### src/rtl/argmax_seq_ctrl_if.sv
// Stream bundle for argmax_seq_ctrl: class-sum input stream and one-beat AXI-Stream result.
// The slave modport is the controller's view; master is the upstream/downstream environment.
interface argmax_seq_ctrl_if #(
  parameter int WEIGHT_LENGTH          = 16,
  parameter int C_M00_AXIS_TDATA_WIDTH = 32
);
  logic signed [WEIGHT_LENGTH-1:0]          s_sum;
  logic                                     s_valid;
  logic                                     s_ready;
  logic        [C_M00_AXIS_TDATA_WIDTH-1:0] m00_axis_tdata;
  logic                                     m00_axis_tvalid;
  logic                                     m00_axis_tready;
  logic                                     m00_axis_tlast;

  modport slave (
    input  s_sum, s_valid, m00_axis_tready,
    output s_ready, m00_axis_tdata, m00_axis_tvalid, m00_axis_tlast
  );

  modport master (
    output s_sum, s_valid, m00_axis_tready,
    input  s_ready, m00_axis_tdata, m00_axis_tvalid, m00_axis_tlast
  );
endinterface

### src/rtl/argmax_seq_ctrl.sv
// Sequential argmax: one class sum per handshake, single comparator, one-beat index result.
// Define ARGMAX_SCORE_OUT_EN to also return the winning score in tdata[W-1:16].
module argmax_seq_ctrl #(
  parameter int CLASS_NUM              = 10,
  parameter int WEIGHT_LENGTH          = 16,
  parameter int C_M00_AXIS_TDATA_WIDTH = 32
) (
  input  logic                 clk,
  input  logic                 rst_n,
  input  logic                 its_business_time,
  output logic                 busy,
  argmax_seq_ctrl_if.slave     bus
);
  localparam int INDEX_LENGTH = $clog2(CLASS_NUM);
  localparam logic [INDEX_LENGTH:0] LAST_CNT = (INDEX_LENGTH+1)'(CLASS_NUM - 1);
  localparam logic signed [WEIGHT_LENGTH-1:0] MOST_NEG = {1'b1, {(WEIGHT_LENGTH-1){1'b0}}};

  generate
    if (CLASS_NUM < 2) begin : g_bad_class_num
      $error("CLASS_NUM must be at least 2");
    end
    if (INDEX_LENGTH > 16) begin : g_bad_index_len
      $error("INDEX_LENGTH must not exceed 16");
    end
    if (C_M00_AXIS_TDATA_WIDTH < 16) begin : g_bad_tdata_w
      $error("C_M00_AXIS_TDATA_WIDTH must be at least 16");
    end
`ifdef ARGMAX_SCORE_OUT_EN
    if (C_M00_AXIS_TDATA_WIDTH < 16 + WEIGHT_LENGTH) begin : g_bad_score_w
      $error("C_M00_AXIS_TDATA_WIDTH too narrow to carry the score");
    end
`endif
  endgenerate

  typedef enum logic [1:0] {IDLE, ACCUM, OUT} state_t;

  state_t                            r_state;
  state_t                            w_next;
  logic                              r_start_q;
  logic        [INDEX_LENGTH:0]      r_cnt;
  logic        [INDEX_LENGTH-1:0]    r_idx;
  logic signed [WEIGHT_LENGTH-1:0]   r_max;
  logic                              w_start;
  logic                              w_hs;
  logic        [C_M00_AXIS_TDATA_WIDTH-1:0] w_tdata;

  assign w_start = its_business_time & ~r_start_q;
  assign w_hs    = (r_state == ACCUM) & bus.s_valid;

  // NOTE: sequential state uses non-blocking assignments so every register sees pre-edge values.
  always_ff @(posedge clk or negedge rst_n) begin
    if (!rst_n) r_state <= IDLE;
    else        r_state <= w_next;
  end

  // NOTE: next-state default first, so no path through the case leaves w_next unassigned (no latch).
  always_comb begin
    w_next = r_state;
    case (r_state)
      IDLE:    if (w_start) w_next = ACCUM;
      ACCUM:   if (w_hs && (r_cnt == LAST_CNT)) w_next = OUT;
      OUT:     if (bus.m00_axis_tready) w_next = IDLE;
      default: w_next = IDLE;
    endcase
  end

  always_ff @(posedge clk or negedge rst_n) begin
    if (!rst_n) begin
      r_start_q <= 1'b0;
      r_cnt     <= '0;
      r_idx     <= '0;
      r_max     <= MOST_NEG;
    end else begin
      r_start_q <= its_business_time;
      if ((r_state == IDLE) && w_start) begin
        r_cnt <= '0;
        r_idx <= '0;
        r_max <= MOST_NEG;
      end else if (w_hs) begin
        // First class always loads so an all-minimum input still reports index 0; strict > keeps lowest index on ties.
        if ((r_cnt == '0) || (bus.s_sum > r_max)) begin
          r_max <= bus.s_sum;
          r_idx <= r_cnt[INDEX_LENGTH-1:0];
        end
        r_cnt <= r_cnt + 1'b1;
      end
    end
  end

  always_comb begin
    w_tdata = '0;
    w_tdata[INDEX_LENGTH-1:0] = r_idx;
`ifdef ARGMAX_SCORE_OUT_EN
    w_tdata[C_M00_AXIS_TDATA_WIDTH-1:16] = (C_M00_AXIS_TDATA_WIDTH-16)'(r_max);
`endif
  end

  // Outputs are decodes of the state register; tdata is held at zero outside OUT.
  assign bus.s_ready         = (r_state == ACCUM);
  assign bus.m00_axis_tvalid = (r_state == OUT);
  assign bus.m00_axis_tlast  = (r_state == OUT);
  assign bus.m00_axis_tdata  = (r_state == OUT) ? w_tdata : '0;
  assign busy                = (r_state != IDLE);
endmodule

### src/flat_wrapper.sv
// flat-port wrapper written by rule: the top's interface ports become plain ports
module argmax_seq_ctrl_flat 
#(
  parameter int CLASS_NUM              = 10,
  parameter int WEIGHT_LENGTH          = 16,
  parameter int C_M00_AXIS_TDATA_WIDTH = 32
)
  (clk, rst_n, its_business_time, busy, bus_s_sum, bus_s_valid, bus_m00_axis_tready, bus_s_ready, bus_m00_axis_tdata, bus_m00_axis_tvalid, bus_m00_axis_tlast);
  argmax_seq_ctrl_if #(.WEIGHT_LENGTH(WEIGHT_LENGTH), .C_M00_AXIS_TDATA_WIDTH(C_M00_AXIS_TDATA_WIDTH)) bus_i ();
  input  logic clk;
  input  logic rst_n;
  input  logic its_business_time;
  output logic busy;
  input wire logic [$bits(bus_i.s_sum)-1:0] bus_s_sum;
  input wire logic [$bits(bus_i.s_valid)-1:0] bus_s_valid;
  input wire logic [$bits(bus_i.m00_axis_tready)-1:0] bus_m00_axis_tready;
  output wire logic [$bits(bus_i.s_ready)-1:0] bus_s_ready;
  output wire logic [$bits(bus_i.m00_axis_tdata)-1:0] bus_m00_axis_tdata;
  output wire logic [$bits(bus_i.m00_axis_tvalid)-1:0] bus_m00_axis_tvalid;
  output wire logic [$bits(bus_i.m00_axis_tlast)-1:0] bus_m00_axis_tlast;
  assign bus_i.s_sum = bus_s_sum;
  assign bus_i.s_valid = bus_s_valid;
  assign bus_i.m00_axis_tready = bus_m00_axis_tready;
  assign bus_s_ready = bus_i.s_ready;
  assign bus_m00_axis_tdata = bus_i.m00_axis_tdata;
  assign bus_m00_axis_tvalid = bus_i.m00_axis_tvalid;
  assign bus_m00_axis_tlast = bus_i.m00_axis_tlast;
  argmax_seq_ctrl #(.CLASS_NUM(CLASS_NUM), .WEIGHT_LENGTH(WEIGHT_LENGTH), .C_M00_AXIS_TDATA_WIDTH(C_M00_AXIS_TDATA_WIDTH)) u_core (.clk(clk), .rst_n(rst_n), .its_business_time(its_business_time), .busy(busy), .bus(bus_i));
endmodule
### config.mk
export PLATFORM = sky130hd
export DESIGN_NAME = argmax_seq_ctrl_flat
export DESIGN_NICKNAME = d
export VERILOG_FILES = /design/src/rtl/argmax_seq_ctrl_if.sv /design/src/rtl/argmax_seq_ctrl.sv /design/src/flat_wrapper.sv
export SDC_FILE = /design/constraint.sdc
export NUM_CORES = 1
export LEC_CHECK = 0
export ABC_AREA = 1
export BUFFER_PORTS_ARGS = -buffer_cell sky130_fd_sc_hd__buf_2
export CORE_MARGIN = 3
export CORE_UTILIZATION = 53
export CTS_CLUSTER_DIAMETER = 120
export DETAILED_ROUTE_END_ITERATION = 10
export GPL_TIMING_DRIVEN = 0
export PLACE_DENSITY = 0.8
export SKIP_LAST_GASP = 1
export SLEW_MARGIN = 20
export SYNTH_ARGS = -nofsm -noshare
export SYNTH_HDL_FRONTEND = slang
export SYNTH_SLANG_ARGS = --single-unit
### constraint.sdc
create_clock -name clk -period 2.78 [get_ports clk]
set_clock_uncertainty 0.15 [all_clocks]
set_input_delay 0.139 -clock clk [delete_from_list [all_inputs] [get_ports clk]]
set_output_delay 0.139 -clock clk [all_outputs]
set_load 0.02 [all_outputs]
-- After elaboration in Yosys (flattened, before gate mapping)
Index checks and enable logic that the tools add are counted.
- muxes and demuxes: 13
- magnitude comparators: 1
- add/subtract/negate cells: 1
- equality and inequality tests: 6
- bitwise operators: 3
- reduce and logical (&&, ||, !) cells: 10
- operator list (operator ; number):
    $mux 16 ; 3
    $gt 16x16->1 ; 1
    $mux 4 ; 4
    $mux 5 ; 2
    $mux 2 ; 3
    $pmux 2 s3 ; 1
    $reduce_bool 2->1 ; 3
    $add 5x1->5 const B ; 1
    $eq 5x4->1 const B ; 1
    $logic_not 5->1 ; 1
    $ne 2x1->1 const B ; 2
    $reduce_and 3->1 ; 1
    $and 1x1->1 ; 2
    $eq 2x1->1 const B ; 1
    $eq 2x2->1 const B ; 1
    $logic_and 1x1->1 ; 2
    $logic_not 2->1 ; 1
    $ne 2x2->1 const B ; 1
    $reduce_and 2->1 ; 1
    $logic_or 1x1->1 ; 1
    $not 1->1 ; 1
- bits of input ports: 21
- register bits: 28

-- Depth between registers and ports, before layout
Gate-level depths: netlist of run 1.
- depth in word-level cells: 5
- depth in mapped cells: 16
- depth with buffers taken out: 15

-- Worst setup path after synthesis of run 1
Ideal clock, no wire load.
- kind: register to register
- start point: reg u_core.r_max[15]
- end point: reg u_core.r_max[0]
- stages on the path, launching flop included: 14
- library setup time: 117 ps
- arrival time: 1751 ps
- buffers on the path: 1
- required time: 2513 ps
- setup slack: 762 ps
- cells stage by stage: dfstp_2 inv_1 ha_1 a21oi_1 o21ai_0 nor2_1 nand2_1 nand2_1 nand3_2 nand2_2 nand2_4 buf_12 nand2_2 nand2_1
- cells in the longest elaborated chain, start to end: 4
- RTL lines (what ; line ; source):
    start: declaration ; argmax_seq_ctrl.sv:42 ; logic signed [WEIGHT_LENGTH-1:0] r_max;
    start signal: assignment ; argmax_seq_ctrl.sv:82 ; r_max <= bus.s_sum;
    $gt 16x16->1 ; argmax_seq_ctrl.sv:81 ; if ((r_cnt == '0) || (bus.s_sum > r_max)) begin
    $logic_or 1x1->1 ; argmax_seq_ctrl.sv:81 ;
    $reduce_bool 2->1 (no line) ; n/a ;
    $reduce_and 2->1 (no line) ; n/a ;
Every way passes these cells.
A chain may end at the register's enable or synchronous reset.

-- Worst setup path after layout of run 1
- start point: reg u_core.r_max[15]
- end point: reg u_core.r_idx[0]
- cells in the longest elaborated chain, start to end: 4
- RTL lines (what ; line ; source):
    $gt 16x16->1 ; argmax_seq_ctrl.sv:81 ;
    $logic_or 1x1->1 ; argmax_seq_ctrl.sv:81 ;
    $reduce_bool 2->1 (no line) ; n/a ;
    $reduce_and 2->1 (no line) ; n/a ;
    end signal: assignment ; argmax_seq_ctrl.sv:83 ; r_idx <= r_cnt[INDEX_LENGTH-1:0];
    end: declaration ; argmax_seq_ctrl.sv:41 ; logic [INDEX_LENGTH-1:0] r_idx;
Every way passes these cells.

==> summary.md, run 1 <==
| Metric | Value |
|---|---|
| Hold violation count in the final report | 0 |
| Post-Route WL | 3.98 mm |
| Cell family contributing the most delay on the critical path | simple AND/OR/NAND/NOR gates |
| Run status | completed |
| Detailed placer's ending HPWL | 3.07 mm |
| Cell Area, Placed | 0.00242 mm² |
| Asr flop ratio synth | 100% |
| Critical path buffers and inverters | 2 |
| CP arrival | 2240 ps |
| Maximum vdd drop | 0.588 mV |
| Crit path max fanout | 10 |
| Total number of vias | 1798 |
| Critical Path Most Common Cell | nand2_1 |
| Total gr overflow | 0 |
| Number of flops mapped to enable cells by yosys | 0 |
| Most area-consuming cells after synthesis | dfrtp_1 (32%), ha_1 (11%), buf_4 (11%), inv_1 (10%), nand2_1 (9.8%) |
| Critical-path cell list | inv_1, ha_1, a21oi_1, o21ai_0, nor2_1, nand2_1, nand2_1, nand3_2, nand2_2, nand2_4, buf_6, nand2_1, nand2_1 |
| Remaining routing DRC violations | 0 |
| Minimum period implied by the final worst setup slack | 2220 ps |
| Chip height | 69.2 µm |
| Synth Instances | 290 |
| Synthesis-stage register bit count | 28 |
| Clock root cell | clkbuf_8 |
| Critical path start-end classification | reg2reg |
| RSZ-0062 raised after global routing | false |
| Mean post-synth cell area | 7.29 µm² |
| Starting utilization of the core area | 56.5% |
| Antenna cell count | 0 |
| Remaining antenna violation count | 0 |
| Worst-margin pin slew | 624 ps |
| Clock edge transition at the registers on the reported setup and hold paths | 100 ps |
| Slowest cell on the critical path | dfstp_2 |
| Maximum count of clock buffers along a single path | 2 |
| Synth-to-Final Area Change | 18.3% |
| Number of buffers inserted by post-CTS setup repair | 0 |
| Skew-Pair Late Insertion Delay | 270 ps |
| Dominant register cell in the synthesized netlist | dfrtp_1 |
| Type of origin of the critical path | flop |
| Initial antenna violation count | 0 |
| Fraction of layout cells with a size suffix above 1 | 24.7% |
| Clock sink total | 28 |
| List of most frequent post-synthesis cells | inv_1 (57), nand2_1 (55), buf_4 (31) |
| Portion of the post-synthesis area used by sequential elements | 33.2% |
| Final critical-path share of the clock period | 80.0% |
| Largest net degree at the start of global routing | 29 |
| Count of synthesis-stage warnings from yosys | 0 |
| Sort of element at the end of the critical path | flop |
| Area share of the largest cell type after synthesis | 32.0% |
| Worst relative slew slack | 58.4% |
| Detailed-route wire length per cell | 9.95 µm |
| Weighted congestion reported at the end of routability-driven placement | 0.845 |
| Worst hold margin | 39.2 ps |
| Library cell with the highest instance count after synthesis | inv_1 |
| Number of nets in the layout | 393 |
| Required arrival time at the worst endpoint | 2800 ps |
| Final TNS setup | 0 ps |
| Class of the tightest hold or removal check | in2reg |
| Number of CTS-inserted buffers | 3 |
| Area of the core | 0.00374 mm² |
| Leakage power summed over all cells | 0.00153 µW |
| Achievable Freq | 450 MHz |
| Largest area contributor in the netlist | dfrtp_1 |
| Number of failing setup endpoints in the final timing report | 0 |
| Die Width | 69.2 µm |
| Number of core rows | 22 |
| Via count normalized by instance count | 4.50 |
| I/O pin count | 57 |
| Total of buffers placed on input and output ports | 28 |
| Initial detailed-routing violation count | 68 |
| Total power consumption of the routed design | 2140 µW |
| Pwr dens | 855 mW/mm² |
| Length of the first detailed-routing pass in iterations | 4 |
| H-tree Lvls | 1 |
| Utilization after layout | 66.8% |
| Fin. max-slew vios | 0 |
| Max capacitance violation total | 0 |
| Count of distinct cell types in the synthesized netlist | 24 |
| Overall routing resource usage | 17.1% |
| Largest stage delay on the critical path | 560 ps |
| TritonCTS clock tree | done |
| Number of global-route vias before repair | 1591 |
| Die area | 0.00478 mm² |
| Cell area after layout | 0.00250 mm² |
| Post-synthesis cell area | 0.00211 mm² |
| Wire length of the first global-routing pass | 6.94 mm |
[cells in the final DEF (no fill, tap or decap), types with 7 or more instances in the layout]
master | synthesis | layout
a21oi_1 | 7 | 7
buf_2 | 4 | 32
buf_4 | 31 | 31
conb_1 | 1 | 28
dfrtp_1 | 27 | 27
ha_1 | 19 | 19
inv_1 | 57 | 57
nand2_1 | 55 | 55
nand2_2 | 12 | 12
nand3_1 | 25 | 25
nor2_1 | 30 | 30
o21ai_0 | 7 | 7
[metrics by stage]
stage	worst slack, ps	cells
after CTS	530	400
after global routing	345	400
after detailed placement	599	393
after floorplan	762	317
final	556	400
after global placement	623	393
[cell families after synthesis]
| group | synth area share, % |
|---|---|
| other cells | 0.177 |
| compound gates | 3.85 |
| flops | 33.2 |
| fa+ha+maj | 11.2 |
| buf+inv | 23.6 |
| simple gates | 28.0 |
[per-layer routing]
metal	up-vias	track usage (%)	part of all wire [%]
li1	947	-	-
met2	38	29.8	52
met4	0	4.12	1.1
met3	4	2.92	5.2
met5	-	0	0
met1	809	21.8	42
[registers in the layout (all words and copies together) (netlist names)]
| signal | count |
|---|---|
| u_core.r_start_q | 1 |
| u_core.r_state | 2 |
| u_core.r_max | 16 |
| u_core.r_idx | 4 |
| u_core.r_cnt | 5 |
[worst min-delay path, cell delays in order]
cell	delay, ps
buf_2	110
inv_1	40
nor2_1	30
nand3_1	60
nand2_1	50
[area by class of cell]
| cell class | instances | area (µm²) |
|---|---|---|
| buffer | 37 | 284 |
| tap | 48 | 60.1 |
| fill | 350 | 1240 |
| inverter | 57 | 214 |
| sequential | 28 | 702 |
| clock buffer | 4 | 55.1 |
| multi-input combinational | 195 | 1020 |
| timing repair buffer | 31 | 170 |
[report_power, final]
part / internal (µW) / switching [µW]
Clock: 127 / 127
Combinational: 467 / 716
Sequential: 589 / 112
Total: 1180 / 955
[repair_timing]
item	in CTS	in global routing
endpoints found under the setup margin	0	0
endpoints found under the hold margin	29	0
hold buffers	3	0
resized for setup	0	0
[worst paths after layout]
kind                                   from           endpoint  slack [ps]  depth (start not counted)
max                        u_core.r_max[15]    u_core.r_idx[0]         560                         13
min                            bus_s_sum[5]    u_core.r_max[5]          40                          5
max reg2reg                u_core.r_max[15]    u_core.r_idx[0]         560                         13
min reg2reg                u_core.r_max[15]   u_core.r_max[15]         320                          2
max in group asynchronous             rst_n    u_core.r_idx[2]        1810                          2
min in group asynchronous             rst_n  u_core.r_state[1]         260                          2
No activity file was read; power rests on OpenSTA's default activity.
==> inputs of run 2 (changes only) <==
ABC_AREA = 0   (was 1)
CORE_UTILIZATION = 46   (was 53)
PLACE_DENSITY = 0.76   (was 0.8)
clock period = 2 ns   (was 2.78 ns; I/O delays follow)
==> run 2 against run 1 <==
Net effect:
- the run now ends with negative setup slack left
- routed wire length increased by 3.1%
- sequential power increased by 40%
- clock power increased by 79%
- largest cell class unchanged
==> summary.md, run 2 <==
| Metric | Value |
|---|---|
| Run status | finished, violations left |
| Violated checks | negative setup slack |
| Class of the tightest hold or removal check | in2reg |
| Remaining antenna violation count | 0 |
| Cell area after layout | 0.00262 mm² |
| Clock root cell | clkbuf_8 |
| Pwr dens | 1200 mW/mm² |
| Clock sink total | 28 |
| CP arrival | 2360 ps |
| Total of buffers placed on input and output ports | 28 |
| Fraction of layout cells with a size suffix above 1 | 37.0% |
| Die Width | 69.2 µm |
| Count of synthesis-stage warnings from yosys | 0 |
| Post-synthesis cell area | 0.00184 mm² |
| Starting utilization of the core area | 49.0% |
| Initial detailed-routing violation count | 66 |
| Number of failing setup endpoints in the final timing report | 20 |
| List of most frequent post-synthesis cells | buf_4 (29), dfrtp_1 (27), inv_1 (21) |
| Number of nets in the layout | 314 |
| Leakage power summed over all cells | 0.00136 µW |
| Top library cells by usage in the layout, fill and taps aside | buf_4 (38), buf_2 (29), conb_1 (28) |
| Overall routing resource usage | 17.6% |
| Asr flop ratio synth | 100% |
| Chip height | 69.2 µm |
| Number of core rows | 22 |
| Total gr overflow | 0 |
| Maximum vdd drop | 0.458 mV |
| Portion of the post-synthesis area used by sequential elements | 38.2% |
| Maximum count of clock buffers along a single path | 2 |
| TritonCTS clock tree | done |
| I/O pin count | 57 |
| Sort of element at the end of the critical path | flop |
| Slack of the critical path | -340 ps |
| Register ranked first by flip-flop count | u_core.r_max |
| Synthesis-stage register bit count | 28 |
| Cell Area, Placed | 0.00217 mm² |
| Library cell with the highest instance count after synthesis | buf_4 |
| Number of CTS-inserted buffers | 3 |
| Largest net degree at the start of global routing | 29 |
| Worst-margin pin slew | 640 ps |
| Area of the core | 0.00374 mm² |
| Antenna cell count | 0 |
| Initial antenna violation count | 0 |
| Detailed-route wire length per cell | 12.8 µm |
| Fin. max-slew vios | 0 |
| Hold violation count in the final report | 0 |
| Achievable Freq | 427 MHz |
| Max reg flops | 16 |
| Weighted congestion reported at the end of routability-driven placement | 0.762 |
| Detailed placer's ending HPWL | 2.60 mm |
| Via count normalized by instance count | 4.71 |
| Worst hold margin | 25.1 ps |
| Number of flops mapped to enable cells by yosys | 0 |
| Synth-to-Final Area Change | 42.5% |
| Minimum period implied by the final worst setup slack | 2340 ps |
| Biggest regs | u_core.r_max x16, u_core.r_cnt x5, u_core.r_idx x4 |
| Max capacitance violation total | 0 |
| Remaining routing DRC violations | 0 |
| Critical path buffers and inverters | 3 |
| Number of global-route vias before repair | 1541 |
| Final critical-path share of the clock period | 117% |
| RSZ-0062 raised after global routing | true |
| Critical-path cell list | inv_2, ha_4, nand4_1, buf_4, a211oi_2, o2111a_1, a221o_1, a21boi_4, buf_6, a22o_1 |
| Largest stage delay on the critical path | 390 ps |
| Total number of vias | 1511 |
| Crit path max fanout | 5 |
| Dominant register cell in the synthesized netlist | dfrtp_1 |
| Post-Route WL | 4.10 mm |
| Length of the first detailed-routing pass in iterations | 4 |
| Type of origin of the critical path | flop |
| Mean post-synth cell area | 9.92 µm² |
| Cell family contributing the most delay on the critical path | compound AO/OA/AOI/OAI gates |
| Skew-Pair Late Insertion Delay | 280 ps |
| Slowest cell on the critical path | dfrtp_1 |
| Synth Instances | 185 |
| Clock edge transition at the registers on the reported setup and hold paths | 100 ps |
| Largest area contributor in the netlist | dfrtp_1 |
| Area share of the largest cell type after synthesis | 36.8% |
| Critical path start-end classification | reg2reg |
| Count of distinct cell types in the synthesized netlist | 35 |
| Commonest non-fill, non-tap cell in the layout | buf_4 |
| Worst relative slew slack | 57.4% |
| Die area | 0.00478 mm² |
| Wire length of the first global-routing pass | 6.93 mm |
| Most area-consuming cells after synthesis | dfrtp_1 (37%), ha_1 (13%), buf_4 (12%), a22o_1 (8.6%), inv_1 (4.3%) |
| Placement Setup Slack | -483 ps |
| Required arrival time at the worst endpoint | 2020 ps |
| H-tree Lvls | 1 |
-- run 2: changes by cell type after synthesis, sizes merged, moves of 2 or more --
cell    change
a21o        +2
a22o       +18
and2        +6
buf         -4
inv        -36
nand2      -59
nand2b      +3
nand3      -26
nand4       +3
nor2       -23
nor2b       +3
o21ai       -6
xor2        +3
-- run 2: power by group --
part	internal [µW]	total [µW]	switching [µW]	leakage, µW
registers	811	978	167	0.000350
clock network	268	454	186	0.0000357
logic	856	1700	846	0.000971
total	1940	3130	1200	0.00136
-- run 2: cells by family after synthesis --
group | share of synthesized area [%]
flip-flops | 38.2
other | 0.204
XOR/XNOR | 1.91
AND/OR/NAND/NOR | 12.5
adder cells (fa/ha/maj) | 13.0
AO/OA/AOI/OAI | 16.6
buffers and inverters | 17.6
-- run 2: path summary, 6_finish.rpt --
kind                                       from           endpoint  slack [ps]  depth (start not counted)
worst min-delay path                bus_s_valid    u_core.r_cnt[1]          30                          4
max in group asynchronous                 rst_n  u_core.r_state[1]        1060                          2
worst min register to register  u_core.r_idx[2]    u_core.r_idx[2]         350                          1
worst max register to register  u_core.r_max[6]    u_core.r_max[9]        -340                         10
min in group asynchronous                 rst_n   u_core.r_max[14]         220                          2
worst max-delay path            u_core.r_max[6]    u_core.r_max[9]        -340                         10
-- run 2: timing repair --
action	4_1_cts	5_1_grt
endpoints found under the setup margin	20	20
pin swaps	17	5
hold endpoints to repair	45	0
hold buffers	19	0
resized for setup	19	4
setup buffers	8	1
gates cloned	1	0
-- run 2: per-layer routing --
layer | track usage, % | wire [µm] | part of all wire [%]
met1 | 21.7 | 1790 | 44
met2 | 31.4 | 2110 | 52
met3 | 2.17 | 153 | 3.7
met4 | 6.29 | 45 | 1.1
met5 | 0 | 0 | 0
-- run 2: through the flow --
step / power (µW) / utilization (%) / setup TNS (ps) / instances
floorplan: 2000 / - / -2490 / 212
global placement: 2240 / 57.9 / -7220 / 288
detailed placement: 2290 / 57.9 / -7880 / 288
CTS: 3050 / 69.1 / -5040 / 320
global route: 3380 / 69.9 / -7900 / 321
finish: 3130 / 69.9 / -6240 / 321
-- run 2: final cells by class --
type	count	area, µm²
buffer	33	249
clock buffer	3	41.3
multi-input combinational	130	1040
tap	48	60.1
timing repair buffer	57	417
clock inverter	1	30.0
sequential	28	702
inverter	21	78.8
fill	289	1130
-- run 2: worst min-delay path: stages --
cell and delay, ps:
buf_2 90, nand2_1 90, nand2_1 80, a21oi_1 60
==> inputs of run 3 (changes only) <==
CORE_ASPECT_RATIO = 2   (was default)
==> run 3 against run 2 <==
Net effect:
- the flow still finishes with violations (negative setup slack)
- cell area shrank 0.19%
- core utilization rose by 0.24 points
- sequential power rose by 0.4%
- cell count rose by 0.31%
- critical endpoint is now u_core.r_max[4]
- count of clock-buffer cells in the layout is the same
- sequential share of layout area grew 0.051 points
- routed wire length is 6.5% higher
- largest power group unchanged
- maximum frequency fell by 1.2%
- worst setup slack got worse by 28 ps
==> summary.md, run 3 (synthesized netlist as in run 2, its figures left out) <==
| Metric | Value |
|---|---|
| Run status | finished, violations left |
| Violated checks | negative setup slack |
| Number of global-route vias before repair | 1627 |
| H-tree Lvls | 1 |
| Clock sink total | 28 |
| CP arrival | 2440 ps |
| I/O pin count | 57 |
| Clock edge transition at the registers on the reported setup and hold paths | 90 ps |
| Largest stage delay on the critical path | 390 ps |
| Sort of element at the end of the critical path | flop |
| Detailed-route wire length per cell | 13.6 µm |
| Worst relative slew slack | 57.9% |
| Number of core rows | 31 |
| Wire length of the first global-routing pass | 7.01 mm |
| Final critical-path share of the clock period | 118% |
| Clock root cell | clkbuf_8 |
| Via count normalized by instance count | 4.80 |
| Maximum vdd drop | 0.769 mV |
| Detailed placer's ending HPWL | 2.78 mm |
| TritonCTS clock tree | done |
| Remaining antenna violation count | 0 |
| Critical-path cell list | inv_1, ha_4, nand4_1, buf_4, a211oi_2, o2111a_1, a221o_1, a21boi_4, buf_6, a22o_1 |
| Synth-to-Final Area Change | 42.3% |
| Type of origin of the critical path | flop |
| Setup slack of the most critical reg-to-reg path | -370 ps |
| Overall routing resource usage | 19.3% |
| Fraction of layout cells with a size suffix above 1 | 35.9% |
| Chip height | 95.3 µm |
| Total number of vias | 1547 |
| Max capacitance violation total | 0 |
| Remaining routing DRC violations | 0 |
| Max reg flops | 16 |
| Number of failing setup endpoints in the final timing report | 20 |
| Maximum count of clock buffers along a single path | 2 |
| Starting utilization of the core area | 49.3% |
| Achievable Freq | 422 MHz |
| Largest net degree at the start of global routing | 29 |
| Initial antenna violation count | 0 |
| Required arrival time at the worst endpoint | 2070 ps |
| Register ranked first by flip-flop count | u_core.r_max |
| Antenna cell count | 0 |
| Area of the core | 0.00372 mm² |
| Die area | 0.00483 mm² |
| Fin. max-slew vios | 0 |
| Top library cells by usage in the layout, fill and taps aside | buf_4 (38), buf_2 (29), conb_1 (28) |
| Biggest regs | u_core.r_max x16, u_core.r_cnt x5, u_core.r_idx x4 |
| Hold violation count in the final report | 0 |
| Skew-Pair Late Insertion Delay | 280 ps |
| Minimum period implied by the final worst setup slack | 2370 ps |
| Number of nets in the layout | 314 |
| Weighted congestion reported at the end of routability-driven placement | 0.835 |
| Number of CTS-inserted buffers | 3 |
| Number of filler cells placed in the layout | 291 |
| Crit path max fanout | 6 |
| Post-Route WL | 4.37 mm |
| Die Width | 50.7 µm |
| Class of the tightest hold or removal check | in2reg |
| Total of buffers placed on input and output ports | 28 |
| Pwr dens | 1210 mW/mm² |
| Leakage power summed over all cells | 0.00136 µW |
| Worst hold margin | 35.5 ps |
| RSZ-0062 raised after global routing | true |
| Worst-margin pin slew | 631 ps |
| Total gr overflow | 0 |
| Slowest cell on the critical path | dfrtp_1 |
| Utilization after layout | 70.1% |
| Slack of the critical path | -368 ps |
| Length of the first detailed-routing pass in iterations | 4 |
| Initial detailed-routing violation count | 48 |
| Critical path start-end classification | reg2reg |
| Commonest non-fill, non-tap cell in the layout | buf_4 |
## run 3: cell count changes in the layout (fill, tap and decap cells not counted), sizes merged
| cell | change |
|---|---|
| buf | -1 |
| clkbuf | +1 |
## run 3: final cells by class
cell class | instances | area, µm² | share of cell area [%]
tap | 49 | 61.3 | 2.35
inverter | 21 | 78.8 | 3.02
sequential | 28 | 702 | 26.9
buffer | 33 | 249 | 9.54
multi-input combinational | 130 | 1040 | 39.7
clock buffer | 3 | 41.3 | 1.58
timing repair buffer | 57 | 413 | 15.8
clock inverter | 1 | 30.0 | 1.15
## run 3: through the flow
stage | area, µm² | total power (µW) | TNS, ps | cells | worst slack (ps)
final | 2610 | 3170 | -6850 | 322 | -368
after global placement | 2170 | 2260 | -7660 | 289 | -478
after CTS | 2490 | 2960 | -5740 | 315 | -312
after floorplan | 1970 | 2000 | -2490 | 212 | -188
after global routing | 2610 | 3420 | -8960 | 322 | -469
after detailed placement | 2170 | 2300 | -8110 | 289 | -499
## run 3: worst paths after layout
check | endpoint | depth (start not counted) | startpoint
setup reg to reg | u_core.r_max[4] | 10 | u_core.r_max[5]
min in group asynchronous | u_core.r_max[12] | 2 | rst_n
hold / removal | u_core.r_cnt[1] | 4 | bus_s_valid
max in group asynchronous | u_core.r_cnt[1] | 2 | rst_n
hold reg to reg | u_core.r_max[15] | 2 | u_core.r_max[15]
setup / recovery | u_core.r_max[4] | 10 | u_core.r_max[5]
## run 3: layer usage
metal  share of wire (%)  track usage, %  vias up
met3                 5.0            2.03        7
met5                   0               0        -
met1                  36            20.5      736
li1                    -               -      754
met4                 2.5            8.76        0
met2                  56            36.8       50
## run 3: worst max-delay path, delay by kind of cell (launching register included)
family                     cells  cell delay (ps)
AOI/OAI and AO/OA              5             1000
buffers and inverters          3              410
DFF                            1              390
adders and majority gates      1              210
and+or+nand+nor                1              150
## run 3: timing repair
item                       4_1_cts  5_1_grt
gates cloned                     1        0
gates resized for setup          9       11
pin swaps                        8        9
setup endpoints to repair       20       20
hold buffers                    17        2
setup buffers                    4        5
hold endpoints to repair        45        2
## run 3: where the power goes
| part | leakage [µW] | internal, µW | switching (µW) | total, µW |
|---|---|---|---|---|
| Clock | 0.0000357 | 268 | 188 | 456 |
| Combinational | 0.000972 | 865 | 861 | 1730 |
| Sequential | 0.000350 | 811 | 171 | 982 |
| Total | 0.00136 | 1950 | 1220 | 3170 |
